### config.mk
export PLATFORM = sky130hd
export DESIGN_NAME = calc_sequencer
export DESIGN_NICKNAME = d
export VERILOG_FILES = /design/src/rtl/calc_sequencer.sv
export SDC_FILE = /design/constraint.sdc
export NUM_CORES = 1
export LEC_CHECK = 0
export CAP_MARGIN = 20
export CELL_PAD_IN_SITES_DETAIL_PLACEMENT = 1
export CELL_PAD_IN_SITES_GLOBAL_PLACEMENT = 2
export CORE_MARGIN = 5
export CORE_UTILIZATION = 27
export CTS_CLUSTER_DIAMETER = 100
export DETAILED_ROUTE_END_ITERATION = 10
export PLACE_DENSITY = 0.84
export SYNTH_ARGS = -nofsm -noshare
export SYNTH_HDL_FRONTEND = slang
export SYNTH_SLANG_ARGS = --single-unit
export TNS_END_PERCENT = 5
### constraint.sdc
create_clock -name clk -period 1.8 [get_ports clk]
set_input_delay 0.36 -clock clk [delete_from_list [all_inputs] [get_ports clk]]
set_output_delay 0.36 -clock clk [all_outputs]
set_load 0.005 [all_outputs]
### src/rtl/calc_sequencer.sv
// Control sequencer for the calculator add/sub datapath: captures A, B and the
// operation on enter presses, waits for the datapath to settle, then holds the result.
module calc_sequencer #(
    parameter int n      = 6,
    parameter int SETTLE = 2
) (
    input  logic         clk,
    input  logic         rst_n,
    input  logic [n-1:0] din,
    input  logic         op_sel,
    input  logic         btn_enter,
    input  logic         btn_clear,
    input  logic [n-1:0] res,
    output logic [n-1:0] op_a,
    output logic [n-1:0] op_b,
    output logic         sub_en,
    output logic [n-1:0] result,
    output logic         done,
    output logic         zero,
    output logic [2:0]   state_out
);

    typedef enum logic [2:0] {
        S_A    = 3'd0,
        S_B    = 3'd1,
        S_WAIT = 3'd2,
        S_SHOW = 3'd3
    } state_t;

    localparam logic [3:0] CNT_INIT = 4'(SETTLE - 1);

    state_t     state;
    logic       btn_prev;
    logic [3:0] cnt;
    logic       enter_pulse;

    assign enter_pulse = btn_enter & ~btn_prev;
    assign state_out   = state;

    // btn_prev resets high so a button held through reset release cannot fire
    always_ff @(posedge clk or negedge rst_n) begin
        if (!rst_n) begin
            state    <= S_A;
            btn_prev <= 1'b1;
            cnt      <= '0;
            op_a     <= '0;
            op_b     <= '0;
            sub_en   <= 1'b0;
            result   <= '0;
            done     <= 1'b0;
            zero     <= 1'b0;
        end else begin
            btn_prev <= btn_enter;
            if (btn_clear) begin
                state  <= S_A;
                cnt    <= '0;
                op_a   <= '0;
                op_b   <= '0;
                sub_en <= 1'b0;
                result <= '0;
                done   <= 1'b0;
                zero   <= 1'b0;
            end else begin
                case (state)
                    S_A: begin
                        if (enter_pulse) begin
                            op_a  <= din;
                            state <= S_B;
                        end
                    end
                    S_B: begin
                        if (enter_pulse) begin
                            op_b   <= din;
                            sub_en <= op_sel;
                            cnt    <= CNT_INIT;
                            state  <= S_WAIT;
                        end
                    end
                    S_WAIT: begin
                        // enter presses here are dropped, not queued
                        if (cnt != 4'd0) begin
                            cnt <= cnt - 4'd1;
                        end else begin
                            result <= res;
                            zero   <= (res == '0);
                            done   <= 1'b1;
                            state  <= S_SHOW;
                        end
                    end
                    S_SHOW: begin
                        if (enter_pulse) begin
                            op_a  <= result;
                            done  <= 1'b0;
                            zero  <= 1'b0;
                            state <= S_B;
                        end
                    end
                    default: state <= S_A;
                endcase
            end
        end
    end

endmodule

==> results of run 1 <==
-- worst max path at each step --
stage	from	depth (start not counted)	end	slack, ns
floorplan	state_out[0]	5	op_a[0]	0.09
global placement	btn_enter	4	op_b[1]	-0.02
detailed placement	btn_clear	4	result[1]	-0.07
CTS	cnt[0]	5	cnt[0]	0.03
global route	cnt[0]	5	cnt[0]	0.01
finish	cnt[0]	5	cnt[0]	0.10
-- registers in the layout (all words and copies together) (netlist names) --
register   cells
btn_prev       1
cnt            4
done           1
op_a           6
op_b           6
result         6
state_out      2
sub_en         1
zero           1
-- power by group --
part | total, mW | leakage, nW | internal (mW) | switching, mW
Combinational | 0.905 | 0.572 | 0.501 | 0.404
Sequential | 0.852 | 0.371 | 0.739 | 0.113
Clock | 0.506 | 0.0357 | 0.298 | 0.207
-- logic make-up (layout without fill, tap and decap cells) --
| logic type | after synthesis | after routing | synth area share, % |
|---|---|---|---|
| adder cells (fa/ha/maj) | 6 | 6 | 5.02 |
| multiplexers | 16 | 16 | 12.0 |
| AO/OA/AOI/OAI | 29 | 29 | 16.2 |
| flip-flops | 28 | 28 | 47.0 |
| other | 1 | 1 | 0.251 |
| AND/OR/NAND/NOR | 33 | 33 | 15.0 |
| buffers and inverters | 13 | 64 | 4.52 |
-- per-layer routing --
layer	part of all wire (%)	up-vias	GRT usage, %
met2	52	33	22.5
met4	0.72	0	2.16
met1	43	617	13.9
met3	4.3	5	2.45
met5	0	-	0
li1	-	554	-
-- area by class of cell --
class	instances	area, um2	share of cell area, %
flip-flops and latches	28	704	33.3
clock buffers	3	41.3	1.95
inverters	9	33.8	1.60
clock inverters	1	30.0	1.42
repair buffers	51	480	22.7
well taps	72	90.1	4.26
multi-input cells	85	733	34.7
-- critical path, cell delays in order (launching register included) --
cell and delay [ns]:
dfrtp_1 0.43, inv_1 0.10, ha_1 0.18, nor3b_4 0.31, a32o_2 0.26, mux2_4 0.31
-- per-stage QoR --
stage | util, % | total power [mW]
after floorplan | - | 1.32
after global placement | 37.3 | 1.71
after detailed placement | 37.3 | 1.75
after CTS | 38.6 | 2.26
after global routing | 38.9 | 2.40
final | 38.9 | 2.26
-- timing repair --
item | CTS | global route
setup endpoints to repair | 0 | 8
buffers inserted | 0 | 0
resized for setup | 0 | 4
-- cell usage in the layout (no fill, tap or decap), types with 3 or more instances in the layout --
cell type	n
nor2_1	9
clkdlybuf4s50_1	39
inv_1	9
dfrtp_1	25
ha_1	5
mux2i_1	7
a21o_1	7
buf_4	12
mux2_2	6
a22o_1	8
a21oi_1	6
clkbuf_8	3
nor3b_1	7
==> results.toml, run 1 <==
[outcome]
outcome = "completed"

[setup_path]
crit_type = "reg -> reg"
cp-end-kind = "flip-flop"
start_kind = "flip-flop"
r2r_slack_ns = 0.10
worstReg2RegEnd = "cnt[0]"
timing.rr.start = "cnt[0]"
cp.required_ns = 1.98
ff2ff_path_depth = 5
cp_max_fo = 4
worstPathArrival_ns = 1.88

[detailed_routing]
route.detailed.drc = 0
vias_per_cell = 4.86
drt_iter0_markers = 32
wl_per_cell_um = 16.7
antenna_left = 0
via_count = 1209
firstDrtPassIters = 4
wirelength_um = 4160

[sta]
hold_viol = 0
tightest_slew_ns = 0.544
hold_ws_ns = 0.453
rsz0062_at_grt = "false"
setup_violations = 0
fin_crit_ns = 1.70
worst_clock_skew_ns = 0.00824
max_freq_mhz = 589
worst_slack_ns = 0.102
timing.slew.headroom_pct = 63.7
period_share_pct = 94.4
fin_tns_setup_ns = 0
slew_viol_final = 0

[global_routing]
grt_max_degree = 29
grt_antenna_before_repair = 0
overflow = 0
grt_pass1_wl_um = 6830
grt_use_total_pct = 11.9
grt_pass1_vias = 1395

[synthesis]
ys_async_sr_fraction_pct = 100
ys_types = 37
post-synth-top-area-cell = "dfrtp_1"
synthFlopType = "dfrtp_1"
yosysSeqAreaShare_pct = 47.0
netlist_area_um2 = 1490
synth_area_per_cell_um2 = 11.9
synth_nets = 149
synth_commonest_cells = "dfrtp_1, inv_1, nor2_1, a22o_1"
synthCells = 126
synth.top_cell.area_share_pct = 45.2
synth_edf_count = 0
ys_warn_count = 0
synth.most_common_cell = "dfrtp_1"
synth-seq-cells = 28
synthTopCellsByArea = "dfrtp_1, ha_1, a22o_1"

[clocking]
ctsHoldBuffers = 0
numClockSinks = 28
clockBufferDepth = 2
cts-root-buf = "clkbuf_8"
cts.clk_slew.worst_paths_ns = 0.10
clock_latency_ns = 0.28
htreeDepth = 1
tritoncts = "done"
cts_buffers = 3

[die]
dieArea_um2 = 7120
dieHeight_um = 84.4
core.rowCount = 27
start_util_pct = 27.5
ios = 41
die_w_um = 84.4
core_um2 = 5440

[power_and_ir_drop]
vdd_ir_drop_max_mv = 0.539
powerDensity_nw_per_um2 = 1070
p_leak_nw = 0.978

[place]
pre_cts_ws_ns = -0.0723
post-place-cells = 245
gp_congestion = 0.776
placed_cell_area_um2 = 2030
port-buffer-count = 39
dp_hpwl_um = 3260

[final_layout]
stdcell_count = 249
nFillCells = 597
antenna-diode-count = 0
finalInstanceArea_um2 = 2110
area_delta_synth_final_pct = 41.5
fin_nets = 201
drive_gt1_share_pct = 20.3

[hold_path]
hold_class = "in -> async"

[run]
maxCapViolations = 0
No activity file was read; power rests on OpenSTA's default activity.
==> inputs of run 2 (changes only) <==
- CORE_MARGIN: 5 -> not set
- PLACE_DENSITY: 0.84 -> 0.82
==> results.toml, run 2 (synthesis results as in run 1) <==
[outcome]
outcome = "completed"

[final_layout]
area_delta_synth_final_pct = 40.7
final_common_cell = "clkdlybuf4s50_1"
reg_top3 = "op_a (6), op_b (6), result (6)"
finalInstanceArea_um2 = 2100
drive_gt1_share_pct = 19.3
fin_nets = 200
antenna-diode-count = 0
layout_common_cells = "clkdlybuf4s50_1, dfrtp_1, buf_4"

[detailed_routing]
via_count = 1175
wirelength_um = 3910
antenna_left = 0
drt_iter0_markers = 46
route.detailed.drc = 0
vias_per_cell = 4.78
firstDrtPassIters = 2
wl_per_cell_um = 15.9

[power_and_ir_drop]
clock_power_share_pct = 22.8
combPwrFrac_pct = 39.7
intPower_mw = 1.53
p_sw_share_pct = 32.0
p_switching_mw = 0.717
vdd_ir_drop_max_mv = 0.423
powerDensity_nw_per_um2 = 1070
power_mw = 2.24
seq_power_share_pct = 37.4
p_leak_nw = 0.975

[setup_path]
cp.required_ns = 1.98
cp-end-kind = "flip-flop"
worstPathArrival_ns = 1.91
crit_start = "state_out[1]"
timing.rr.start = "state_out[1]"
start_kind = "flip-flop"
cp_max_fo = 5
crit_type = "reg -> reg"

[place]
dp_hpwl_um = 2980
gp_congestion = 0.777
port-buffer-count = 39
pre_cts_ws_ns = -0.102
placed_cell_area_um2 = 2020

[die]
ios = 41
core.rowCount = 26
core_um2 = 5200
start_util_pct = 28.7
dieHeight_um = 76.4
dieArea_um2 = 5830
die_w_um = 76.4

[global_routing]
grt_antenna_before_repair = 0
grt_max_degree = 29
grt_use_total_pct = 14.1
grt_pass1_wl_um = 6470
grt_pass1_vias = 1290
overflow = 0

[clocking]
cts.clk_slew.worst_paths_ns = 0.10
cts_buffers = 3
clockBufferDepth = 2
clock_latency_ns = 0.28
numClockSinks = 28
tritoncts = "done"
cts-root-buf = "clkbuf_8"
htreeDepth = 1

[run]
maxCapViolations = 0

[sta]
worst_clock_skew_ns = 0.00105
worst_slack_ns = 0.0724
period_share_pct = 96.0
setup_violations = 0
max_freq_mhz = 579
fin_tns_setup_ns = 0
rsz0062_at_grt = "false"
hold_viol = 0
tightest_slew_ns = 0.518
fin_crit_ns = 1.73
slew_viol_final = 0
timing.slew.headroom_pct = 65.5

[hold_path]
hold_class = "in -> async"
run 2: cell count changes in the layout (fill, tap and decap cells not counted):
cell	before	now
buf_4	12	11
dfrtp_1	25	26
dfrtp_2	2	1
run 2: worst paths after layout:
| path | slack, ns | cells past startpoint | endpoint |
|---|---|---|---|
| worst max-delay path | 0.07 | 5 | cnt[0] |
| worst min-delay path | 0.45 | 2 | op_b[2] |
| worst max register to register | 0.07 | 5 | cnt[0] |
| worst min register to register | 0.48 | 1 | op_b[2] |
| max in group asynchronous | 1.04 | 2 | btn_prev |
| min in group clk | 0.48 | 1 | op_b[2] |
run 2: layout make-up:
class / count / area, um2
fill: 575 / 3100
clock inverter: 1 / 30.0
multi-input combinational: 85 / 733
inverter: 9 / 33.8
timing repair buffer: 50 / 473
sequential: 28 / 703
clock buffer: 3 / 41.3
tap: 70 / 87.6
run 2: what timing repair did:
item                                    CTS  global route
endpoints found under the setup margin    0             4
setup buffers                             0             0
gates resized for setup                   0             3
hold buffers                              0             0
run 2: metal layers:
metal  vias up  global-route usage, %  share of wire [%]
met5         -                      0                  0
met4         0                   5.19                1.3
met3         5                   2.40                3.1
met2        23                   26.4                 54
met1       596                   15.8                 42
li1        551                      -                  -
run 2: power by group through the flow:
stage / Combinational, mW / Clock [mW] / Sequential [mW]
after detailed placement: 0.877 / 0 / 0.847
after floorplan: 0.496 / 0 / 0.829
after CTS: 0.887 / 0.523 / 0.837
after global routing: 0.969 / 0.557 / 0.859
after global placement: 0.853 / 0 / 0.839
final: 0.891 / 0.512 / 0.840
run 2: worst max-delay path, stage by stage (launching register included):
cell	delay [ns]
dfrtp_2	0.43
inv_1	0.08
ha_1	0.26
nand2b_1	0.21
a32o_2	0.33
mux2_4	0.31
run 2: metrics by stage:
| step | instances | hold WS [ns] | util [%] |
|---|---|---|---|
| finish | 246 | 0.447 | 40.4 |
| detailed placement | 242 | 0.465 | 38.8 |
| global route | 246 | 0.486 | 40.4 |
| floorplan | 126 | 0.0644 | - |
| CTS | 246 | 0.459 | 40.2 |
| global placement | 242 | 0.464 | 38.8 |
==> inputs of run 3 (changes only) <==
- CTS_CLUSTER_SIZE: not set -> 14
- SLEW_MARGIN: not set -> 10
==> results of run 3 <==
The final DEF is identical to that of run 2; final timing and power are the same.
